--- src/rtl/alu_op_responder.sv ---
// Sequential 8-bit ALU responder: valid/ready request in, valid/ready result out.
// Single-cycle ops run in EXEC; MUL is an iterative shift-add over WIDTH cycles.
module alu_op_responder #(
  parameter int unsigned WIDTH = 8
) (
  input  logic             clk,
  input  logic             rst,
  input  logic             req_valid,
  output logic             req_ready,
  input  logic [WIDTH-1:0] req_a,
  input  logic [WIDTH-1:0] req_b,
  input  logic [2:0]       req_op,
  output logic             rsp_valid,
  input  logic             rsp_ready,
  output logic [WIDTH-1:0] rsp_data,
  output logic             rsp_carry,
  output logic             rsp_zero,
  output logic             busy
);

  localparam int unsigned SW = $clog2(WIDTH);
  localparam int unsigned CW = $clog2(WIDTH + 1);

  typedef enum logic [1:0] {IDLE, EXEC, MUL, RESP} state_t;

  state_t             state;
  logic [WIDTH-1:0]   a_q;
  logic [WIDTH-1:0]   b_q;
  logic [2:0]         op_q;
  logic [2*WIDTH-1:0] mcand;
  logic [2*WIDTH-1:0] acc;
  logic [2*WIDTH-1:0] acc_next;
  logic [WIDTH-1:0]   mplier;
  logic [CW-1:0]      cnt;

  logic [WIDTH-1:0]   alu_res;
  logic               alu_carry;
  logic [SW-1:0]      sh;
  logic [WIDTH:0]     shl;
  logic [WIDTH:0]     shr;
  logic               accept;

  // In RESP a new request may only enter alongside the result handshake.
  always_comb begin
    req_ready = 1'b0;
    if (!rst) begin
      req_ready = (state == IDLE) || ((state == RESP) && rsp_ready);
    end
  end

  assign accept = req_valid && req_ready;
  assign busy   = (state == EXEC) || (state == MUL);

  always_comb begin
    alu_res   = '0;
    alu_carry = 1'b0;
    sh        = b_q[SW-1:0];
    shl       = '0;
    shr       = '0;
    case (op_q)
      3'd0: {alu_carry, alu_res} = {1'b0, a_q} + {1'b0, b_q};
      3'd1: begin
        alu_res   = a_q - b_q;
        alu_carry = (a_q < b_q);
      end
      3'd2: alu_res = a_q & b_q;
      3'd3: alu_res = a_q | b_q;
      3'd4: alu_res = a_q ^ b_q;
      // The extra bit beside the operand catches the last bit shifted out.
      3'd5: begin
        shl       = {1'b0, a_q} << sh;
        alu_res   = shl[WIDTH-1:0];
        alu_carry = shl[WIDTH];
      end
      3'd6: begin
        shr       = {a_q, 1'b0} >> sh;
        alu_res   = shr[WIDTH:1];
        alu_carry = shr[0];
      end
      default: begin
        alu_res   = '0;
        alu_carry = 1'b0;
      end
    endcase
  end

  always_comb begin
    acc_next = acc;
    if (mplier[0]) begin
      acc_next = acc + mcand;
    end
  end

  always_ff @(posedge clk) begin
    if (rst) begin
      state     <= IDLE;
      rsp_valid <= 1'b0;
      rsp_data  <= '0;
      rsp_carry <= 1'b0;
      rsp_zero  <= 1'b0;
      a_q       <= '0;
      b_q       <= '0;
      op_q      <= '0;
      mcand     <= '0;
      acc       <= '0;
      mplier    <= '0;
      cnt       <= '0;
    end else if (accept) begin
      a_q       <= req_a;
      b_q       <= req_b;
      op_q      <= req_op;
      mcand     <= {{WIDTH{1'b0}}, req_a};
      mplier    <= req_b;
      acc       <= '0;
      cnt       <= CW'(WIDTH);
      rsp_valid <= 1'b0;
      state     <= (req_op == 3'd7) ? MUL : EXEC;
    end else begin
      case (state)
        EXEC: begin
          rsp_data  <= alu_res;
          rsp_carry <= alu_carry;
          rsp_zero  <= (alu_res == '0);
          rsp_valid <= 1'b1;
          state     <= RESP;
        end
        MUL: begin
          acc    <= acc_next;
          mcand  <= mcand << 1;
          mplier <= mplier >> 1;
          cnt    <= cnt - 1'b1;
          // Final iteration: publish the accumulator including this step's add.
          if (cnt == CW'(1)) begin
            rsp_data  <= acc_next[WIDTH-1:0];
            rsp_carry <= |acc_next[2*WIDTH-1:WIDTH];
            rsp_zero  <= (acc_next[WIDTH-1:0] == '0);
            rsp_valid <= 1'b1;
            state     <= RESP;
          end
        end
        RESP: begin
          if (rsp_ready) begin
            rsp_valid <= 1'b0;
            state     <= IDLE;
          end
        end
        default: state <= IDLE;
      endcase
    end
  end

endmodule

--- config.mk ---
export PLATFORM = sky130hd
export DESIGN_NAME = alu_op_responder
export DESIGN_NICKNAME = d
export VERILOG_FILES = /design/src/rtl/alu_op_responder.sv
export SDC_FILE = /design/constraint.sdc
export NUM_CORES = 1
export LEC_CHECK = 0
export BUFFER_PORTS_ARGS = -buffer_cell sky130_fd_sc_hd__buf_2
export CAP_MARGIN = 20
export CORE_MARGIN = 1
export CORE_UTILIZATION = 50
export CTS_CLUSTER_DIAMETER = 60
export DETAILED_ROUTE_END_ITERATION = 10
export PLACE_DENSITY = 0.68
export SKIP_CTS_REPAIR_TIMING = 1
export SLEW_MARGIN = 10
export SYNTH_ARGS = -nofsm -noshare
export SYNTH_HDL_FRONTEND = slang
export SYNTH_SLANG_ARGS = --single-unit
--- constraint.sdc ---
create_clock -name clk -period 5.54 [get_ports clk]
set_input_delay 0.554 -clock clk [delete_from_list [all_inputs] [get_ports clk]]
set_output_delay 0.554 -clock clk [all_outputs]
set_load 0.02 [all_outputs]
==> metrics.csv, run 1 <==
metric,value,unit
status,"complete, no violations",
ff2ff_path_depth,10,
synth_top_area_cell,dfxtp_1,
cts-buffers-inserted,9,
path_common_cell,a211oi_1,
grt_pass1_wl,25300,um
fin_cells,858,
totalWireLength,16200,um
syn-instance-count,699,
synth_cell_types,67,
critPathMaxStageDelay,0.94,ns
placed_cell_area,5780,um^2
dp.cells,842,
power_density,397,nW/um^2
die_area,11500,um^2
synth_seq_cells,76,
syn_to_final_growth,7.41,%
clk-insertion-delay-late,0.38,ns
cp_slowest_cell,dfxtp_1,
crit_fanout,23,
min_path_type,in -> reg,
whs_path_depth,3,
async_flop_share,0,
antenna_found_initial,0,
cts.htree.levels,3,
slew_headroom,0.341,
cp-start-kind,flop,
cts.sink_count,76,
synth_commonest_cells,"85 x nand2_1, 76 x dfxtp_1, 71 x a21oi_1",
syn_area,5550,um^2
design_area,5960,um^2
hold_viol,0,
ys_seq_area_frac,0.274,
clkTransAtPathRegs,0.08,ns
overflow,0,
die_height,107,um
yosysWarnings,0,
fin_nets,785,
min_period,3.52,ns
clock_path_buffers,2,
clock-root-buffer,clkbuf_8,
synthesis.nets,771,
finalPower,0.00237,W
leakage,2.32,nW
cts_tree,done,
grt_max_degree,46,
synth.most_common_cell,nand2_1,
tns,0,ns
synthTopCellsByArea,"dfxtp_1 27%, ha_1 10%, a21oi_1 6.4%",
maxCapViolations,0,
grt_pass1_vias,4631,
max_freq,0.284,GHz
grtUsageTotal,0.291,
wl_per_cell,18.9,um
period_share,0.635,
path_cells,ha_1 -> fa_1 -> nor2b_1 -> a211oi_1 -> a211oi_1 -> a221oi_1 -> nand3_1 -> or3_1 -> nor4_1 -> a32o_1,
finalClockSkew,0.0138,ns
critical-path-top-delay-family,simple AND/OR/NAND/NOR gates,
drtAntennaViolNets,0,
core_area,10800,um^2
die_w,107,um
path_class,reg -> reg,
drc,0,
arrival,3.84,ns
firstDrtPassIters,6,
cp.required,5.86,ns
synth_top_area_frac,0.274,
viasPerCell,6.09,
synth_flop_cell,dfxtp_1,
drive_gt1_frac,0.124,
dr_total_vias,5224,
crit_buf_inv,0,
initial_core_util,0.512,
diodes,0,
synth-edff-count,0,
critical_path.endpoint_type,flop,
rows,38,
setup-violations-final,0,
dp_hpwl,12100,um
num_io_pins,36,
fill_cells,1015,
drv_slew,0,
place.gp.congestion,0.954,
portBuffers,35,
worstMarginPinSlew,0.986,ns
crit_cells,10,
whs,0.379,ns
syn_area_per_cell,7.94,um^2
rsz0062_at_grt,no,
drtIter0Drc,557,
ir_drop,0.423,mV
flip-flops by register name, indices dropped and copies added, names as in the netlist:
signal     flops
mcand         16
state          2
op_q           3
acc           16
b_q            8
rsp_carry      1
a_q            8
rsp_valid      1
rsp_data       8
cnt            4
rsp_zero       1
mplier         8
routing by layer:
metal	global-route usage	vias to the layer above	routed length, um
met2	0.427	194	6960
met3	0.0708	23	1310
met5	0	-	0
li1	-	2565	-
met4	0.0841	0	284
met1	0.421	2442	7690
report_power, final:
| part | internal [W] | switching (W) |
|---|---|---|
| Clock | 0.000188 | 0.000217 |
| Combinational | 0.000446 | 0.000732 |
| Sequential | 0.000655 | 0.000134 |
| Total | 0.00129 | 0.00108 |
metrics by stage:
step | util | setup WS [ns]
3_3_place_gp | 0.534 | 2.07
3_5_place_dp | 0.534 | 2.04
6_report | 0.550 | 2.02
4_1_cts | 0.550 | 2.02
5_1_grt | 0.550 | 1.68
2_1_floorplan | - | 2.95
placed cells by master, fill, tap and decap left out, types with 12 or more instances in the layout:
cell,count
nand2_1,85
dfxtp_1,76
a21oi_1,71
nor2_1,52
o21ai_0,49
ha_1,45
inv_1,36
buf_2,35
mux2i_1,20
a211oi_1,19
mux2_2,16
o31ai_1,15
nand3_1,15
xnor2_1,14
o211ai_1,12
cell families after synthesis:
group                    after synthesis  synth area share
AO/OA/AOI/OAI                        222             0.258
XOR/XNOR                              17            0.0268
adder cells (fa/ha/maj)               49             0.114
buffers and inverters                 78            0.0575
flip-flops                            76             0.274
multiplexers                          41            0.0881
AND/OR/NAND/NOR                      216             0.181
final cells by class:
cell class,count,area [um^2],share of cell area
Multi-Input combinational cell,545,3710,0.623
Sequential cell,76,1520,0.255
Timing Repair Buffer,41,220,0.0369
Tap cell,140,175,0.0294
Clock buffer,13,159,0.0266
Inverter,40,153,0.0256
Clock inverter,3,21.3,0.00357
worst paths after layout:
check	start	endpoint	slack (ns)
setup reg to reg	b_q[0]	rsp_zero	2.02
setup / recovery	b_q[0]	rsp_zero	2.02
hold / removal	req_op[1]	op_q[1]	0.38
hold reg to reg	rsp_data[0]	rsp_data[0]	0.47
tightest hold or removal path: stages:
cell and delay [ns]:
buf_2 0.09, nand2_1 0.04, nand2_1 0.04
Note: power is estimated with default switching activity, not from simulation.
==> run 2: changes to the inputs <==
--- a/config.mk
+++ b/config.mk
@@ -5,13 +5,14 @@
 export SDC_FILE = /design/constraint.sdc
 export NUM_CORES = 1
 export LEC_CHECK = 0
+export ABC_AREA = 1
 export BUFFER_PORTS_ARGS = -buffer_cell sky130_fd_sc_hd__buf_2
 export CAP_MARGIN = 20
 export CORE_MARGIN = 1
 export CORE_UTILIZATION = 50
 export CTS_CLUSTER_DIAMETER = 60
 export DETAILED_ROUTE_END_ITERATION = 10
-export PLACE_DENSITY = 0.68
+export PLACE_DENSITY = 0.7
 export SKIP_CTS_REPAIR_TIMING = 1
 export SLEW_MARGIN = 10
 export SYNTH_ARGS = -nofsm -noshare
==> constraint.sdc (replaced) <==
create_clock -name clk -period 3.02 [get_ports clk]
set_input_delay 0.302 -clock clk [delete_from_list [all_inputs] [get_ports clk]]
set_output_delay 0.302 -clock clk [all_outputs]
set_load 0.02 [all_outputs]
==> run 2 against run 1 <==
Against the previous run:
- wire length is essentially flat
- clock skew shrank 0.0041 ns
- count of clock-buffer cells in the layout shrank 2
- final area grew 5.7%
- worst setup slack lost 1.6 ns
- critical path depth is the same
- synthesized cell count grew 30%
- sequential cell count is the same
- largest cell class unchanged
==> metrics.csv, run 2 <==
metric,value,unit,change
status,"complete, no violations",,
synth_top_area_cell,dfxtp_1,,
ir_drop,0.486,mV,+15%
drv_slew,0,,unchanged
power_density,730,nW/um^2,+84%
worstMarginPinSlew,0.711,ns,-0.276 ns
firstDrtPassIters,6,,unchanged
drtIter0Drc,556,,-0.18%
min_path_type,in -> reg,,
min_period,2.58,ns,-0.939 ns
path_class,reg -> reg,,
finalWorstSetupSlack,0.439,ns,-1.58 ns
clk-insertion-delay-late,0.34,ns,-0.04 ns
design_area,6300,um^2,+5.7%
wl_per_cell,15.0,um,-21%
switching_share,0.443,,-0.0133
cts_tree,done,,
period_share,0.855,,+0.219
slew_headroom,0.524,,+0.184
crit_fanout,19,,-17%
synth-edff-count,0,,unchanged
drtAntennaViolNets,0,,unchanged
drive_gt1_frac,0.0924,,-0.0316
synth.most_common_cell,nand2_1,,
cts-buffers-inserted,9,,unchanged
final_common_cell,nand2_1,,
p_int,0.00256,W,+99%
arrival,2.85,ns,-0.99 ns
power_frac_comb,0.462,,-0.035
p_clk_frac,0.236,,+0.066
ys_seq_area_frac,0.266,,-0.00844
drc,0,,unchanged
initial_core_util,0.522,,+0.00941
diodes,0,,unchanged
synth_commonest_cells,"262 x nand2_1, 121 x inv_1, 81 x nand3_1",,
die_area,11900,um^2,+3.1%
synthesis.nets,984,,+28%
die_w,109,um,+1.5%
synth_seq_cells,76,,unchanged
syn_area_per_cell,6.28,um^2,-21%
rsz0062_at_grt,no,,
finalClockSkew,0.00973,ns,-0.00410 ns
die_height,109,um,+1.5%
placed_cell_area,6010,um^2,+3.9%
grt_max_degree,45,,-2.2%
clock-root-buffer,clkbuf_16,,
cts.sink_count,76,,unchanged
hold_viol,0,,unchanged
yosysWarnings,0,,unchanged
grt_pass1_wl,26500,um,+4.8%
grtUsageTotal,0.292,,+0.000453
max_freq,0.387,GHz,+36%
totalWireLength,16300,um,about the same
synth_flop_cell,dfxtp_1,,
critical_path.endpoint_type,flop,,
antenna_found_initial,0,,unchanged
portBuffers,35,,unchanged
synthTopCellsByArea,"dfxtp_1 27%, nand2_1 17%, ha_1 10%",,
leakage,3.03,nW,+30%
dr_total_vias,5971,,+14%
overflow,0,,unchanged
pre_cts_slack,0.520,ns,-1.52 ns
final_cell_mix,"262 x nand2_1, 121 x inv_1, 81 x nand3_1, 76 x o21ai_0, 76 x dfxtp_1",,
synth_cell_types,41,,-39%
setup-violations-final,0,,unchanged
maxCapViolations,0,,unchanged
place.gp.congestion,1.02,,+6.8%
whs,0.176,ns,-0.204 ns
cp.required,3.29,ns,-2.57 ns
synth_top_area_frac,0.266,,-0.00844
pwr-share-seq,0.302,,-0.031
grt_pass1_vias,5280,,+14%
power_switching,0.00204,W,+88%
num_io_pins,36,,unchanged
clkTransAtPathRegs,0.07,ns,about the same
reg.largest.list,"acc: 16 flops, mcand: 16 flops",,
cts.htree.levels,3,,unchanged
async_flop_share,0,,unchanged
viasPerCell,5.52,,-9.4%
cp-start-kind,flop,,
fin_nets,1009,,+29%
syn_to_final_growth,10.0,%,
core_area,11000,um^2,+1.3%
syn-instance-count,912,,+30%
clock_path_buffers,2,,unchanged
syn_area,5730,um^2,+3.2%
rows,38,,unchanged
dp_hpwl,12500,um,+2.8%
tns,0,ns,unchanged
-- run 2: cell count changes in the layout (fill, tap and decap cells not counted), sizes merged, moves of 18 or more --
cell and change:
nand2 +177, mux2i -19, inv +88, a211oi -18, o21ai +26, a21oi -23, nand3 +66
-- run 2: logic make-up (layout without fill, tap and decap cells) --
group                      count (synthesis)  in the layout  share of synthesized area
buffers and inverters                    159            189                      0.110
xor gates and xnor gates                   5              5                    0.00764
and+or+nand+nor                          453            453                      0.337
DFF                                       76             76                      0.266
AOI/OAI and AO/OA                        169            169                      0.167
muxes                                      1              1                    0.00175
adders and majority gates                 49             49                      0.111
-- run 2: per-layer routing --
| metal | global-route usage | wire length (um) | up-vias |
|---|---|---|---|
| met5 | 0 | 0 | - |
| met4 | 0.100 | 354 | 0 |
| met3 | 0.0466 | 1490 | 30 |
| met2 | 0.430 | 6580 | 260 |
| met1 | 0.426 | 7840 | 2654 |
| li1 | - | - | 3027 |
-- run 2: path summary, 6_finish.rpt --
check	slack [ns]	cells after the start	end	start
max	0.44	10	rsp_zero	b_q[0]
min	0.18	3	op_q[2]	req_op[2]
max reg2reg	0.44	10	rsp_zero	b_q[0]
min reg2reg	0.46	2	cnt[2]	cnt[2]
-- run 2: per-stage QoR --
step | utilization | power (W) | instances
2_1_floorplan | - | 0.00292 | 912
3_3_place_gp | 0.547 | 0.00347 | 1066
3_5_place_dp | 0.547 | 0.00348 | 1066
4_1_cts | 0.574 | 0.00457 | 1082
5_1_grt | 0.574 | 0.00494 | 1082
6_report | 0.574 | 0.00460 | 1082
-- run 2: worst max-delay path, stage by stage (launching register included) --
cell and delay, ns:
dfxtp_1 0.70, clkinv_1 0.44, ha_1 0.31, or2_2 0.30
o21ai_0 0.07, o21ai_0 0.10, nor2_1 0.13, nand3_1 0.11
nor2_1 0.12, nand4_1 0.09, a21oi_1 0.12
-- run 2: final cells by class --
cell class,count,area [um^2]
inverter,126,473
clock buffer,11,233
clock inverter,5,60.1
tap,140,175
timing repair buffer,47,265
fill,1128,4680
sequential,76,1520
multi-input combinational,677,3580
-- run 2: power by group through the flow --
stage / combinational, W / clock (W) / sequential [W]
after global placement: 0.00207 / 0 / 0.00140
after floorplan: 0.00153 / 0 / 0.00139
final: 0.00212 / 0.00108 / 0.00139
after global routing: 0.00239 / 0.00113 / 0.00142
after CTS: 0.00209 / 0.00110 / 0.00139
after detailed placement: 0.00208 / 0 / 0.00141
==> run 3: changes to the inputs <==
==> constraint.sdc (replaced) <==
create_clock -name clk -period 2.2 [get_ports clk]
set_input_delay 0.22 -clock clk [delete_from_list [all_inputs] [get_ports clk]]
set_output_delay 0.22 -clock clk [all_outputs]
set_load 0.02 [all_outputs]
==> run 3 against run 2 <==
Against the previous run:
- combinational power up 53%
- total power up 45%
- clock power up 44%
- sequential share of layout area down 0.91 points
- count of clock-buffer cells in the layout down 1
- via count up 0.42%
- core utilization up 2.9 points
- sequential power up 36%
- critical endpoint unchanged
- largest cell class unchanged
- highest routed layer unchanged
==> metrics.csv, run 3 (synthesized netlist as in run 2, its figures left out) <==
metric,value,unit,change
clock_path_buffers,2,,unchanged
drtIter0Drc,571,,+2.7%
reg2reg_to,rsp_zero,,
dr_total_vias,5996,,+0.42%
drv_slew,0,,unchanged
clk-insertion-delay-late,0.35,ns,about the same
num_io_pins,36,,unchanged
reg.largest.list,"acc: 16 flops, mcand: 16 flops",,
grt_max_degree,26,,-42%
grt_pass1_wl,27300,um,+3.0%
design_area,6630,um^2,+5.1%
wl_per_cell,15.3,um,+1.6%
path_class,reg -> reg,,
clock-root-buffer,clkbuf_16,,
totalWireLength,17000,um,+4.5%
syn_to_final_growth,15.6,%,
ff2ff_path_depth,12,,+2
grt_pass1_vias,5358,,+1.5%
whs_path_depth,3,,unchanged
die_w,109,um,unchanged
final_cell_mix,"262 x nand2_1, 118 x inv_1, 79 x nand3_1, 75 x o21ai_0, 66 x dfxtp_1",,
viasPerCell,5.39,,-2.4%
ir_drop,0.681,mV,+40%
setup-violations-final,0,,unchanged
min_path_type,in -> reg,,
overflow,0,,unchanged
drtAntennaViolNets,0,,unchanged
cts.htree.levels,3,,unchanged
die_area,11900,um^2,unchanged
arrival,2.44,ns,-0.41 ns
final_common_cell,nand2_1,,
regToRegSetupSlack,0.04,ns,-0.40 ns
cts_tree,done,,
power_density,1010,nW/um^2,+38%
finalPower,0.00668,W,+45%
critical_path.endpoint_type,flop,,
max_freq,0.463,GHz,+20%
cp-start-kind,flop,,
core_area,11000,um^2,unchanged
status,"complete, no violations",,
place.gp.congestion,0.949,,-6.8%
worstMarginPinSlew,0.762,ns,+0.0508 ns
grtUsageTotal,0.302,,+0.0105
hp-start,req_b[7],,
clkTransAtPathRegs,0.07,ns,about the same
hold_viol,0,,unchanged
crit_fanout,4,,-15
finalClockSkew,0.0141,ns,+0.00440 ns
drive_gt1_frac,0.146,,+0.0536
dp_hpwl,13100,um,+5.2%
whs,0.0966,ns,-0.0791 ns
drc,0,,unchanged
firstDrtPassIters,6,,unchanged
pre_cts_slack,-0.0137,ns,-0.534 ns
die_height,109,um,unchanged
timing.rr.start,a_q[0],,
cp.required,2.48,ns,-0.81 ns
cts-buffers-inserted,9,,unchanged
antenna_found_initial,0,,unchanged
min_period,2.16,ns,-0.423 ns
fin_nets,1040,,+3.1%
period_share,0.981,,+0.126
leakage,3.20,nW,+5.5%
hold_path_end,b_q[7],,
fill_cells,1053,,-6.6%
diodes,0,,unchanged
cts.sink_count,76,,unchanged
slew_headroom,0.490,,-0.0340
rsz0062_at_grt,yes,,
initial_core_util,0.522,,unchanged
placed_cell_area,6220,um^2,+3.5%
rows,38,,unchanged
maxCapViolations,0,,unchanged
portBuffers,35,,unchanged
finalWorstSetupSlack,0.0417,ns,-0.397 ns
run 3: cell types whose count changed in the layout (fill, tap and decap cells not counted), moves of 3 or more:
cell | previous run | this run
buf_4 | 12 | 42
dfxtp_1 | 76 | 66
dfxtp_2 | 0 | 8
ha_1 | 46 | 42
fa_1 | 3 | 0
fa_2 | 0 | 3
inv_1 | 121 | 118
inv_2 | 3 | 6
run 3: area by class of cell:
class	count	area [um^2]	share of cell area
multi-input cells	677	3630	0.548
flip-flops and latches	76	1540	0.232
repair buffers	78	502	0.0757
clock buffers	10	239	0.0361
inverters	126	473	0.0714
clock inverters	6	68.8	0.0104
well taps	140	175	0.0264
run 3: critical path: stages, from the launching register on:
cell	delay, ns
dfxtp_4	0.37
ha_4	0.16
fa_2	0.33
or2_2	0.29
nand3_1	0.08
nand2_1	0.05
nor2_1	0.11
nand2_1	0.09
nor3_2	0.19
nand2_1	0.08
nor2_1	0.10
nand4_1	0.08
a21oi_1	0.13
run 3: power by group:
group	total, W	internal (W)	switching (W)
clock network	0.00155	0.000918	0.000632
logic	0.00325	0.00118	0.00207
registers	0.00189	0.00166	0.000225
run 3: routing by layer:
metal / GRT usage / share of wire / vias to the layer above
li1: - / - / 3092
met5: 0 / 0 / -
met3: 0.0628 / 0.071 / 22
met4: 0.0869 / 0.016 / 0
met2: 0.447 / 0.41 / 205
met1: 0.437 / 0.50 / 2677
run 3: stage by stage:
step | std cells | utilization | TNS [ns]
global route | 1113 | 0.603 | -0.172
finish | 1113 | 0.603 | 0
floorplan | 912 | - | 0
detailed placement | 1094 | 0.566 | -0.0137
global placement | 1094 | 0.566 | 0
CTS | 1110 | 0.594 | -0.0234
run 3: worst max path at each step:
stage | from | to
2_1_floorplan | state[1] | b_q[0]
3_5_place_dp | acc[0] | rsp_carry
4_1_cts | acc[0] | rsp_carry
3_3_place_gp | acc[0] | rsp_carry
5_1_grt | b_q[0] | rsp_zero
6_report | a_q[0] | rsp_zero
